## src/rtl/trace_filter_if.sv

```systemverilog
// Tracer-facing handshake: head entry of the trace FIFO offered with valid/ready.
interface trace_filter_if;
  logic        valid;
  logic [63:0] pc;
  logic [31:0] inst;
  logic        jmp;
  logic        ready;

  modport master (output valid, pc, inst, jmp, input ready);
  modport slave  (input valid, pc, inst, jmp, output ready);
endinterface

```

## src/rtl/trace_filter.sv

```systemverilog
// Filters the non-stallable commit stream by enable and PC window, tags discontinuities
// and buffers entries for the tracer; overflowing commits are dropped and counted.
module trace_filter #(
  parameter int BUF_DEPTH  = 4,
  parameter int INST_BYTES = 4
) (
  input  logic           clk,
  input  logic           rst,
  input  logic           trace_en,
  input  logic [63:0]    win_lo,
  input  logic [63:0]    win_hi,
  input  logic           commit_valid,
  input  logic [63:0]    commit_pc,
  input  logic [31:0]    commit_inst,
  trace_filter_if.master trc,
  output logic [31:0]    drop_cnt,
  output logic           overflow
);
  localparam int          PW       = (BUF_DEPTH > 1) ? $clog2(BUF_DEPTH) : 1;
  localparam logic [PW:0] FULL_CNT = (PW+1)'(BUF_DEPTH);
  localparam logic [63:0] STEP     = 64'(INST_BYTES);

  logic [63:0]          r_mem_pc   [BUF_DEPTH];
  logic [31:0]          r_mem_inst [BUF_DEPTH];
  logic [BUF_DEPTH-1:0] r_mem_jmp;
  logic [PW-1:0]        r_wr_ptr;
  logic [PW-1:0]        r_rd_ptr;
  logic [PW:0]          r_count;
  logic [63:0]          r_prev_pc;
  logic                 r_first;
  logic                 r_gap;
  logic [31:0]          r_drop_cnt;
  logic                 r_overflow;

  logic w_cand;
  logic w_seq;
  logic w_jmp;
  logic w_full;
  logic w_pop;
  logic w_push;
  logic w_drop;

  function automatic logic [31:0] sat_inc(input logic [31:0] v);
    return (v == 32'hFFFF_FFFF) ? v : v + 32'd1;
  endfunction

  assign w_cand = commit_valid && trace_en && (commit_pc >= win_lo) && (commit_pc <= win_hi);
  // 64-bit add wraps, so the top-of-space to zero transition counts as sequential
  assign w_seq  = (commit_pc == r_prev_pc + STEP);
  assign w_jmp  = r_first || r_gap || !w_seq;
  assign w_full = (r_count == FULL_CNT);
  assign w_pop  = trc.valid && trc.ready;
  assign w_push = w_cand && (!w_full || w_pop);
  assign w_drop = w_cand && w_full && !w_pop;

  // Head fields come straight from storage; a slot is only rewritten while it is not the head.
  assign trc.valid = (r_count != '0);
  assign trc.pc    = r_mem_pc[r_rd_ptr];
  assign trc.inst  = r_mem_inst[r_rd_ptr];
  assign trc.jmp   = r_mem_jmp[r_rd_ptr];
  assign drop_cnt  = r_drop_cnt;
  assign overflow  = r_overflow;

  always_ff @(posedge clk or posedge rst) begin
    if (rst) begin
      for (int i = 0; i < BUF_DEPTH; i++) begin
        r_mem_pc[i]   <= '0;
        r_mem_inst[i] <= '0;
      end
      r_mem_jmp  <= '0;
      r_wr_ptr   <= '0;
      r_rd_ptr   <= '0;
      r_count    <= '0;
      r_prev_pc  <= '0;
      r_first    <= 1'b1;
      r_gap      <= 1'b0;
      r_drop_cnt <= '0;
      r_overflow <= 1'b0;
    end else begin
      if (w_push) begin
        r_mem_pc[r_wr_ptr]   <= commit_pc;
        r_mem_inst[r_wr_ptr] <= commit_inst;
        r_mem_jmp[r_wr_ptr]  <= w_jmp;
        r_wr_ptr             <= r_wr_ptr + PW'(1);
      end
      if (w_pop) begin
        r_rd_ptr <= r_rd_ptr + PW'(1);
      end
      case ({w_push, w_pop})
        2'b10:   r_count <= r_count + (PW+1)'(1);
        2'b01:   r_count <= r_count - (PW+1)'(1);
        default: r_count <= r_count;
      endcase

      if (commit_valid) begin
        r_prev_pc <= commit_pc;
      end
      // A lost or filtered commit breaks the sequence seen by the tracer
      if (w_push) begin
        r_first <= 1'b0;
        r_gap   <= 1'b0;
      end else if (w_drop || (commit_valid && !w_cand)) begin
        r_gap <= 1'b1;
      end

      if (w_drop) begin
        r_drop_cnt <= sat_inc(r_drop_cnt);
        r_overflow <= 1'b1;
      end
    end
  end
endmodule

```

## src/flat_wrapper.sv

```systemverilog
// flat-port wrapper written by rule: the top's interface ports become plain ports
module trace_filter_flat 
#(
  parameter int BUF_DEPTH  = 4,
  parameter int INST_BYTES = 4
)
  (clk, rst, trace_en, win_lo, win_hi, commit_valid, commit_pc, commit_inst, drop_cnt, overflow, trc_valid, trc_pc, trc_inst, trc_jmp, trc_ready);
  trace_filter_if trc_i ();
  input  logic clk;
  input  logic rst;
  input  logic trace_en;
  input  logic [63:0] win_lo;
  input  logic [63:0] win_hi;
  input  logic commit_valid;
  input  logic [63:0] commit_pc;
  input  logic [31:0] commit_inst;
  output logic [31:0] drop_cnt;
  output logic overflow;
  output wire logic [$bits(trc_i.valid)-1:0] trc_valid;
  output wire logic [$bits(trc_i.pc)-1:0] trc_pc;
  output wire logic [$bits(trc_i.inst)-1:0] trc_inst;
  output wire logic [$bits(trc_i.jmp)-1:0] trc_jmp;
  input wire logic [$bits(trc_i.ready)-1:0] trc_ready;
  assign trc_valid = trc_i.valid;
  assign trc_pc = trc_i.pc;
  assign trc_inst = trc_i.inst;
  assign trc_jmp = trc_i.jmp;
  assign trc_i.ready = trc_ready;
  trace_filter #(.BUF_DEPTH(BUF_DEPTH), .INST_BYTES(INST_BYTES)) u_core (.clk(clk), .rst(rst), .trace_en(trace_en), .win_lo(win_lo), .win_hi(win_hi), .commit_valid(commit_valid), .commit_pc(commit_pc), .commit_inst(commit_inst), .trc(trc_i), .drop_cnt(drop_cnt), .overflow(overflow));
endmodule
```

## config.mk

```make
export PLATFORM = sky130hd
export DESIGN_NAME = trace_filter_flat
export DESIGN_NICKNAME = d
export VERILOG_FILES = /design/src/rtl/trace_filter_if.sv /design/src/rtl/trace_filter.sv /design/src/flat_wrapper.sv
export SDC_FILE = /design/constraint.sdc
export NUM_CORES = 1
export LEC_CHECK = 0
export BUFFER_PORTS_ARGS = -buffer_cell sky130_fd_sc_hd__buf_2
export CORE_ASPECT_RATIO = 1.1
export CORE_MARGIN = 1.5
export CORE_UTILIZATION = 49
export DETAILED_ROUTE_END_ITERATION = 10
export PLACE_DENSITY = 0.7
export SYNTH_ARGS = -nofsm -noshare
export SYNTH_HDL_FRONTEND = slang
export SYNTH_SLANG_ARGS = --single-unit
```

## constraint.sdc

```tcl
create_clock -name clk -period 28.3 [get_ports clk]
set_input_delay 7.075 -clock clk [delete_from_list [all_inputs] [get_ports clk]]
set_output_delay 7.075 -clock clk [all_outputs]
set_load 0.02 [all_outputs]
```

==> metrics.cfg, run 1 <==
[detailed_routing]
vias_per_cell = 5.72
drt_first_pass_iters = 5
drt-met1-wl_um = 28800
ant_nets = 0
wl_met2_um = 33900
top_layer_used = met5
vias = 18200
drt_iter0_drc = 1089
routed_wl_um = 68400
wl_met3_um = 4060
route.detailed.drc = 0
routedWlPerCell_um = 21.5

[floorplanning]
die_width_um = 226
initial_utilization = 0.498
die_h_um = 249
ios = 360
core_area_um2 = 54000
die-area_um2 = 56300
rows = 89

[global_route]
grt_overflow = 0
grt_max_degree = 156
antenna_found_initial = 7
grt_usage = 0.249
grt_pass1_vias = 19500
grt_first_pass_wirelength_um = 110000

[pwr]
power_density_nw_per_um2 = 92.9
peakVddDrop_v = 0.0000515
p_leak_nw = 15.5

[yosys]
seq_area_frac_synth = 0.459
synth_top_cell_area_share = 0.458
synth_area_per_cell_um2 = 13.0
synth_top_area_cell = dfrtp_1
synth_edf_count = 0
synth_commonest_cells = dfrtp_1 (493), mux2_2 (348), inv_1 (149)
yosysUniqueCellTypes = 66
netlist_area_um2 = 26900
synth.net_count = 2442
synthArstFlopShare = 1.00
ys_ff_latch = 494
yosys-top-cells-area = dfrtp_1 (46%), mux2_2 (15%), mux4_2 (8.1%), ha_1 (6.3%), mux2_4 (5.0%)
yosysMostFrequentCell = dfrtp_1
syn_inst = 2077
ys.flop_type = dfrtp_1
ys_warn_count = 0

[critical_path]
critPathCaptureType = flip-flop
reg2regPathDepth = 4
critPathKind = in2reg
critical_path_arrival_ps = 12490
timing.critical_path.to = u_core.r_mem_pc[243]
critPathLaunchType = input pin
reg2reg_from = u_core.r_count[1]
crit_start = commit_pc[34]
crit_path_max_fanout = 50
regToRegSetupSlack_ps = 24340
rr_endpoint = u_core.r_mem_pc[243]
worstPathRequired_ps = 28780

[place]
gp_congestion = 0.883
dp_cells = 3084
dp.final_hpwl_um = 48200
portBuffers = 359
dp_slack_ps = 15670
place_area_um2 = 29300

[sta]
setup_ws_ps = 16290
fmax_mhz = 83.3
rsz0062_at_grt = false
period_share = 0.424
skew_ps = 24.3
max_slew.worst_pin.slew_ps = 1290
slew_violations = 0
maxSlewHeadroom = 0.127
final.setup.tns_ps = 0
fin_hold_ws_ps = 480
layout_min_cycle_time_ps = 12010
hold_viol = 0
setup_viol = 0

[layout]
nNetsFinal = 2775
area_delta_synth_final_pct = 15.2
design_area_um2 = 31000
layout-drive-gt1-share = 0.414
final_cells = 3181

[clocking]
cts-resized-gates = 0
htree_levels = 2
hold_buffers = 0
clkTransAtPathRegs_ps = 60
clock_latency_ps = 600
cts.sinks = 494
cts_root_buf = clkbuf_16
cts.path.max_buffers = 3
postCtsSetupRepairBufs = 0
tritoncts = yes
cts_made_buffers = 52

[status]
outcome = complete, no violations

[run]
cap_violations = 0

[worst_hold_path]
min_path_type = reg2reg

final cells by class:
type | count | area (um^2)
clock buffer | 82 | 1610
antenna | 3 | 7.51
clock inverter | 12 | 104
multi-input combinational | 1338 | 13500
tap | 728 | 911
sequential | 494 | 12400
inverter | 149 | 567
timing repair buffer | 375 | 1930
fill | 4450 | 23000
critical path: stages:
cell      delay [ps]
buf_2            220
ha_1             290
and3_1           180
a221o_1          380
a221oi_1         650
a21oi_1          250
nor3_1           420
a31oi_1          140
o211ai_1         220
buf_4            450
or3b_4           830
buf_4            850
mux2_2           420
placed cells by master, fill, tap and decap left out, types with 6 or more instances in the layout:
master     Yosys  final
nor4_1        25     25
and4_1         9      9
nor2b_1        6      6
a31oi_1        6      6
a21o_1        30     30
nand4_1       56     56
nand2_1       79     79
and3_1        16     16
nor2_1        44     44
clkbuf_1      38     13
xnor2_1       61     61
mux2_2       348    348
nor3_1        39     39
clkbuf_8       0     15
ha_1         135    135
buf_2         30    359
nand2b_1       6      6
clkinv_2       0      7
buf_4          3     15
a21oi_1       48     48
clkbuf_16      0     54
inv_1        149    148
mux2_1        14     14
nand3_1       49     49
o211ai_1       7      7
o21ai_0       31     31
xor2_1        66     66
dfrtp_1      493    491
mux4_2        97     97
mux2_4        90     90
per-layer routing:
layer / GRT usage / up-vias
li1: - / 8229
met1: 0.327 / 9328
met2: 0.418 / 518
met3: 0.0481 / 109
met4: 0.0709 / 8
met5: 0 / -
how the worst min path moves through the flow:
stage                   startpoint             endpoint  slack [ps]  cells past startpoint
3_3_place_gp          u_core.r_gap         u_core.r_gap         470                      1
6_report              u_core.r_gap         u_core.r_gap         480                      1
4_1_cts        u_core.drop_cnt[31]  u_core.drop_cnt[31]         490                      1
2_1_floorplan         u_core.r_gap         u_core.r_gap         450                      1
3_5_place_dp          u_core.r_gap         u_core.r_gap         480                      1
5_1_grt             u_core.r_first       u_core.r_first         500                      1
flip-flops by register name (all words and copies together), names as in the netlist:
signal             flops
u_core.r_mem_pc      256
u_core.r_mem_inst    128
u_core.r_prev_pc      64
u_core.drop_cnt       32
u_core.r_mem_jmp       4
u_core.r_count         3
u_core.r_rd_ptr        2
u_core.r_wr_ptr        2
u_core.overflow        1
u_core.r_first         1
u_core.r_gap           1
report_power, final:
| part | switching [mW] | total, mW | internal [mW] |
|---|---|---|---|
| combinational | 0.506 | 1.05 | 0.548 |
| sequential | 0.172 | 1.15 | 0.974 |
| clock | 0.281 | 0.679 | 0.397 |
metrics by stage:
stage,total power [mW],util
after floorplan,1.87,-
after global placement,2.17,0.542
after detailed placement,2.22,0.542
after CTS,2.91,0.574
after global routing,3.03,0.574
final,2.88,0.574
logic make-up after synthesis:
kind of cell               count (synthesis)  synth area share
muxes                                    552             0.284
and+or+nand+nor                          362            0.0738
AOI/OAI and AO/OA                        161            0.0386
buffers and inverters                    245            0.0394
xor gates and xnor gates                 127            0.0413
adders and majority gates                136            0.0635
DFF                                      494             0.459
(Power assumes the default switching activity.)
==> run 2: changes to the inputs <==
PLACE_DENSITY = 0.72   (was 0.7)
clock period = 10.2 ns   (was 28.3 ns; I/O delays follow)
==> metrics.cfg, run 2 (synthesized netlist as in run 1, its figures left out) <==
[critical_path]
cpPeakStageDelay_ps = 970  ; +120 ps
slowest_stage = or3b_4
worstPathRequired_ps = 10680  ; -18,100 ps
critPathLaunchType = input pin
crit_top_cell = buf_4
critical_path_arrival_ps = 7650  ; -4840 ps
critPathKind = in2reg
crit_path_max_fanout = 61  ; +22%
path_cells = buf_2 -> ha_1 -> nand4_1 -> nor4_2 -> nand3_1 -> nor2_1 -> o21ai_1 -> o211ai_1 -> buf_4 -> or3b_4 -> buf_4 -> mux2_2
critPathCaptureType = flip-flop

[sta]
rsz0062_at_grt = false
layout_min_cycle_time_ps = 7170
setup_viol = 0  ; unchanged
period_share = 0.703
slew_violations = 0  ; unchanged
skew_ps = 28.6  ; +4.22 ps
hold_viol = 0  ; unchanged
fmax_mhz = 139
maxSlewHeadroom = 0.229  ; +0.103
final.setup.tns_ps = 0  ; unchanged
max_slew.worst_pin.slew_ps = 1160  ; -136 ps

[clocking]
tritoncts = yes
cts.sinks = 494  ; unchanged
clkTransAtPathRegs_ps = 60  ; about the same
postCtsSetupRepairBufs = 0  ; unchanged
htree_levels = 2  ; unchanged
cts_root_buf = clkbuf_16
clock_latency_ps = 610  ; about the same
cts.path.max_buffers = 3  ; unchanged
hold_buffers = 0  ; unchanged
cts_made_buffers = 53  ; +1.9%
cts-resized-gates = 0  ; unchanged

[layout]
area_delta_synth_final_pct = 15.6
largest_reg_flops = 256  ; unchanged
design_area_um2 = 31100  ; +0.41%
final_common_cell = dfrtp_1
top_register = u_core.r_mem_pc
nNetsFinal = 2777  ; +0.072%
final_cell_mix = dfrtp_1 (491), buf_2 (359), mux2_2 (348)
layout-drive-gt1-share = 0.417  ; +0.00265
reg.largest.list = u_core.r_mem_pc x256, u_core.r_mem_inst x128, u_core.r_prev_pc x64

[global_route]
grt_max_degree = 193  ; +24%
grt_overflow = 0  ; unchanged
grt_usage = 0.244  ; -0.00469
grt_first_pass_wirelength_um = 107000  ; -2.4%
grt_pass1_vias = 19300  ; -1.0%
antenna_found_initial = 3  ; -4

[detailed_routing]
drt_first_pass_iters = 5  ; unchanged
route.detailed.drc = 0  ; unchanged
drt_iter0_drc = 868  ; -20%
routedWlPerCell_um = 21.5  ; -0.26%
vias_per_cell = 5.70  ; -0.39%
vias = 18200  ; -0.20%
routed_wl_um = 68400  ; about the same
ant_nets = 0  ; unchanged

[floorplanning]
core_area_um2 = 54000  ; unchanged
ios = 360  ; unchanged
die-area_um2 = 56300  ; unchanged
die_h_um = 249  ; unchanged
rows = 89  ; unchanged
die_width_um = 226  ; unchanged
initial_utilization = 0.498  ; unchanged

[status]
outcome = complete, no violations

[place]
dp.final_hpwl_um = 47500  ; -1.3%
place_area_um2 = 29300  ; about the same
portBuffers = 359  ; unchanged
gp_congestion = 0.887  ; +0.45%

[pwr]
power_density_nw_per_um2 = 260  ; +180%
p_leak_nw = 15.5  ; +0.40%
peakVddDrop_v = 0.000127  ; +150%

[worst_hold_path]
min_path_type = reg2reg

[run]
cap_violations = 0  ; unchanged

## run 2: layout make-up
class | instances | area (um^2)
multi-input combinational | 1338 | 13500
antenna | 3 | 7.51
fill | 4394 | 22900
tap | 728 | 911
inverter | 149 | 563
sequential | 494 | 12400
clock inverter | 20 | 238
timing repair buffer | 376 | 1950
clock buffer | 79 | 1580
## run 2: power by group
part           total [mW]  switching (mW)  internal, mW
clock network        1.98           0.805          1.18
registers            3.18           0.474          2.70
logic                2.92            1.40          1.52
total                8.08            2.68          5.40
## run 2: layer usage
metal  vias up  GRT usage  wire length, um
li1       8244          -                -
met1      9323      0.305            28300
met2       467      0.415            33900
met3       121     0.0599             4220
met4         0     0.0743             1930
met5         -          0                0
## run 2: through the flow
stage	setup WS, ps	utilization	std cells	hold slack [ps]	power (mW)
2_1_floorplan	950	-	2077	452	5.20
3_3_place_gp	2380	0.542	3085	463	6.02
3_5_place_dp	2450	0.542	3085	479	6.15
4_1_cts	3050	0.576	3184	492	8.16
5_1_grt	2850	0.576	3185	508	8.50
6_report	3030	0.576	3187	488	8.08
## run 2: critical path, delay by kind of cell
family,cells,cell delay (ps)
adder cells (fa/ha/maj),1,330
AND/OR/NAND/NOR,5,2620
multiplexers,1,410
AO/OA/AOI/OAI,2,300
buffers and inverters,3,1400
## run 2: final timing paths
kind / start / endpoint / slack [ps] / cells after the start
worst min register to register: u_core.drop_cnt[4] / u_core.drop_cnt[4] / 490 / 1
min in group asynchronous: rst / u_core.r_mem_inst[29] / 2140 / 3
worst min-delay path: u_core.drop_cnt[4] / u_core.drop_cnt[4] / 490 / 1
worst max-delay path: commit_pc[62] / u_core.r_mem_inst[92] / 3030 / 12
worst max register to register: u_core.r_count[1] / u_core.r_mem_inst[92] / 6430 / 4
max in group asynchronous: rst / u_core.r_rd_ptr[1] / 6520 / 4
==> run 3: changes to the inputs <==
clock period = 6.5 ns   (was 10.2 ns; I/O delays follow)
==> metrics.cfg, run 3 (synthesized netlist as in run 1, its figures left out) <==
[status]
outcome = complete, no violations

[worst_hold_path]
min_path_type = reg2reg
hold_depth = 1  ; unchanged

[sta]
setup_viol = 0  ; unchanged
skew_ps = 16.9  ; -11.6 ps
period_share = 0.879
max_slew.worst_pin.slew_ps = 1090  ; -65.5 ps
fmax_mhz = 175
slew_violations = 0  ; unchanged
final.setup.tns_ps = 0  ; unchanged
maxSlewHeadroom = 0.273  ; +0.0437
rsz0062_at_grt = false
hold_viol = 0  ; unchanged
layout_min_cycle_time_ps = 5710

[layout]
layout-drive-gt1-share = 0.418  ; +0.00153
area_delta_synth_final_pct = 15.8
final_common_cell = dfrtp_1
nNetsFinal = 2782  ; +0.18%
reg.largest.list = u_core.r_mem_pc x256, u_core.r_mem_inst x128, u_core.r_prev_pc x64
top_register = u_core.r_mem_pc
largest_reg_flops = 256  ; unchanged
final_cells = 3188  ; +0.031%
utilization = 0.577  ; +0.000996
final_cell_mix = dfrtp_1 (491), buf_2 (359), mux2_2 (348)

[clocking]
tritoncts = yes
clkTransAtPathRegs_ps = 60  ; about the same
cts.path.max_buffers = 3  ; unchanged
clock_latency_ps = 600  ; about the same
htree_levels = 2  ; unchanged
cts-resized-gates = 0  ; unchanged
cts.sinks = 494  ; unchanged
cts_root_buf = clkbuf_16
cts_made_buffers = 53  ; unchanged
hold_buffers = 0  ; unchanged
postCtsSetupRepairBufs = 0  ; unchanged

[detailed_routing]
routed_wl_um = 68500  ; +0.21%
vias = 18100  ; -0.039%
ant_nets = 0  ; unchanged
drt_first_pass_iters = 5  ; unchanged
vias_per_cell = 5.69  ; about the same
route.detailed.drc = 0  ; unchanged
routedWlPerCell_um = 21.5  ; +0.18%
drt_iter0_drc = 1052  ; +21%

[run]
cap_violations = 0  ; unchanged

[global_route]
grt_max_degree = 157  ; -19%
grt_pass1_vias = 19100  ; -1.0%
grt_first_pass_wirelength_um = 109000  ; +1.6%
grt_usage = 0.246  ; +0.00189
grt_overflow = 0  ; unchanged
antenna_found_initial = 3  ; unchanged

[pwr]
p_leak_nw = 15.5  ; +0.19%
power_density_nw_per_um2 = 404  ; +56%
power_frac_clock = 0.242  ; -0.003
comb_power_share = 0.363  ; about the same
swShare = 0.331  ; -0.000875
internal_power_mw = 8.43  ; +56%
power.switching_mw = 4.17  ; +56%
peakVddDrop_v = 0.000319  ; +150%
power_frac_seq = 0.396  ; +0.003

[critical_path]
critical_path_buf_inv_count = 3  ; unchanged
slowest_stage = nor4_1
worstPathRequired_ps = 6960  ; -3720 ps
critPathLaunchType = input pin
cp_num_cells = 12  ; unchanged
critPathKind = in2reg
critPathCaptureType = flip-flop
critical_path_arrival_ps = 6170  ; -1480 ps
reg2regPathDepth = 9  ; +5
crit_path_max_fanout = 62  ; +1.6%
cpPeakStageDelay_ps = 900  ; -70 ps
cp_top_family = simple AND/OR/NAND/NOR gates
path_cells = buf_2 -> ha_1 -> nand4_1 -> nor4_1 -> inv_1 -> nor2_1 -> o41ai_1 -> a31oi_1 -> o211ai_1 -> or3b_4 -> buf_12 -> mux2_1

[floorplanning]
core_area_um2 = 54000  ; unchanged
die-area_um2 = 56300  ; unchanged
initial_utilization = 0.498  ; unchanged
ios = 360  ; unchanged
rows = 89  ; unchanged
die_h_um = 249  ; unchanged
die_width_um = 226  ; unchanged

[place]
portBuffers = 359  ; unchanged
dp_cells = 3090  ; +0.16%
gp_congestion = 0.894  ; +0.77%
dp.final_hpwl_um = 47500  ; about the same

run 3: cell count changes in the layout (fill, tap and decap cells not counted), sizes merged:
cell | previous run | this run
buf | 376 | 381
inv | 149 | 150
clkinvlp | 4 | 5
clkbuf | 79 | 75
diode | 3 | 1
run 3: path summary, 6_finish.rpt:
kind / startpoint / endpoint / slack [ps]
min reg2reg: u_core.drop_cnt[14] / u_core.drop_cnt[14] / 480
max in group asynchronous: rst / u_core.r_mem_pc[161] / 3920
min: u_core.drop_cnt[14] / u_core.drop_cnt[14] / 480
min in group asynchronous: rst / u_core.r_mem_inst[59] / 1210
max: commit_pc[61] / u_core.r_mem_pc[19] / 790
max reg2reg: u_core.r_prev_pc[5] / u_core.r_mem_jmp[2] / 2800
run 3: area by class of cell:
class / count / area, um^2
antenna: 1 / 2.50
clock buffer: 75 / 1530
clock inverter: 22 / 228
inverter: 149 / 563
sequential: 494 / 12400
fill: 4387 / 22800
multi-input combinational: 1338 / 13500
timing repair buffer: 381 / 2060
tap: 728 / 911
run 3: metrics by stage:
| stage | hold slack [ps] | area, um^2 | setup WS (ps) | power [mW] |
|---|---|---|---|---|
| 3_5_place_dp | 477 | 29400 | 165 | 9.64 |
| 2_1_floorplan | 452 | 26900 | -1820 | 8.16 |
| 3_3_place_gp | 463 | 29400 | 221 | 9.42 |
| 6_report | 482 | 31200 | 788 | 12.6 |
| 5_1_grt | 506 | 31200 | 648 | 13.3 |
| 4_1_cts | 490 | 31200 | 777 | 12.7 |
run 3: worst reg2reg max path: stages, from the launching register on:
cell and delay, ps:
dfrtp_1 440, nand4_1 360, nor2_1 890, nand4_1 450
nor4_1 340, xnor2_1 160, nand4_1 120, nor4_1 280
nand4_1 230, mux2_2 320
run 3: power by group through the flow:
stage / clock [mW] / combinational, mW / sequential (mW)
finish: 3.04 / 4.57 / 4.99
global route: 3.24 / 4.89 / 5.14
CTS: 3.11 / 4.64 / 4.99
detailed placement: 0 / 4.61 / 5.03
global placement: 0 / 4.49 / 4.92
floorplan: 0 / 3.47 / 4.70
run 3: per-layer routing:
metal,global-route usage,wire length [um]
met1,0.329,29600
met2,0.415,34000
met3,0.0387,3330
met4,0.0667,1600
met5,0,13
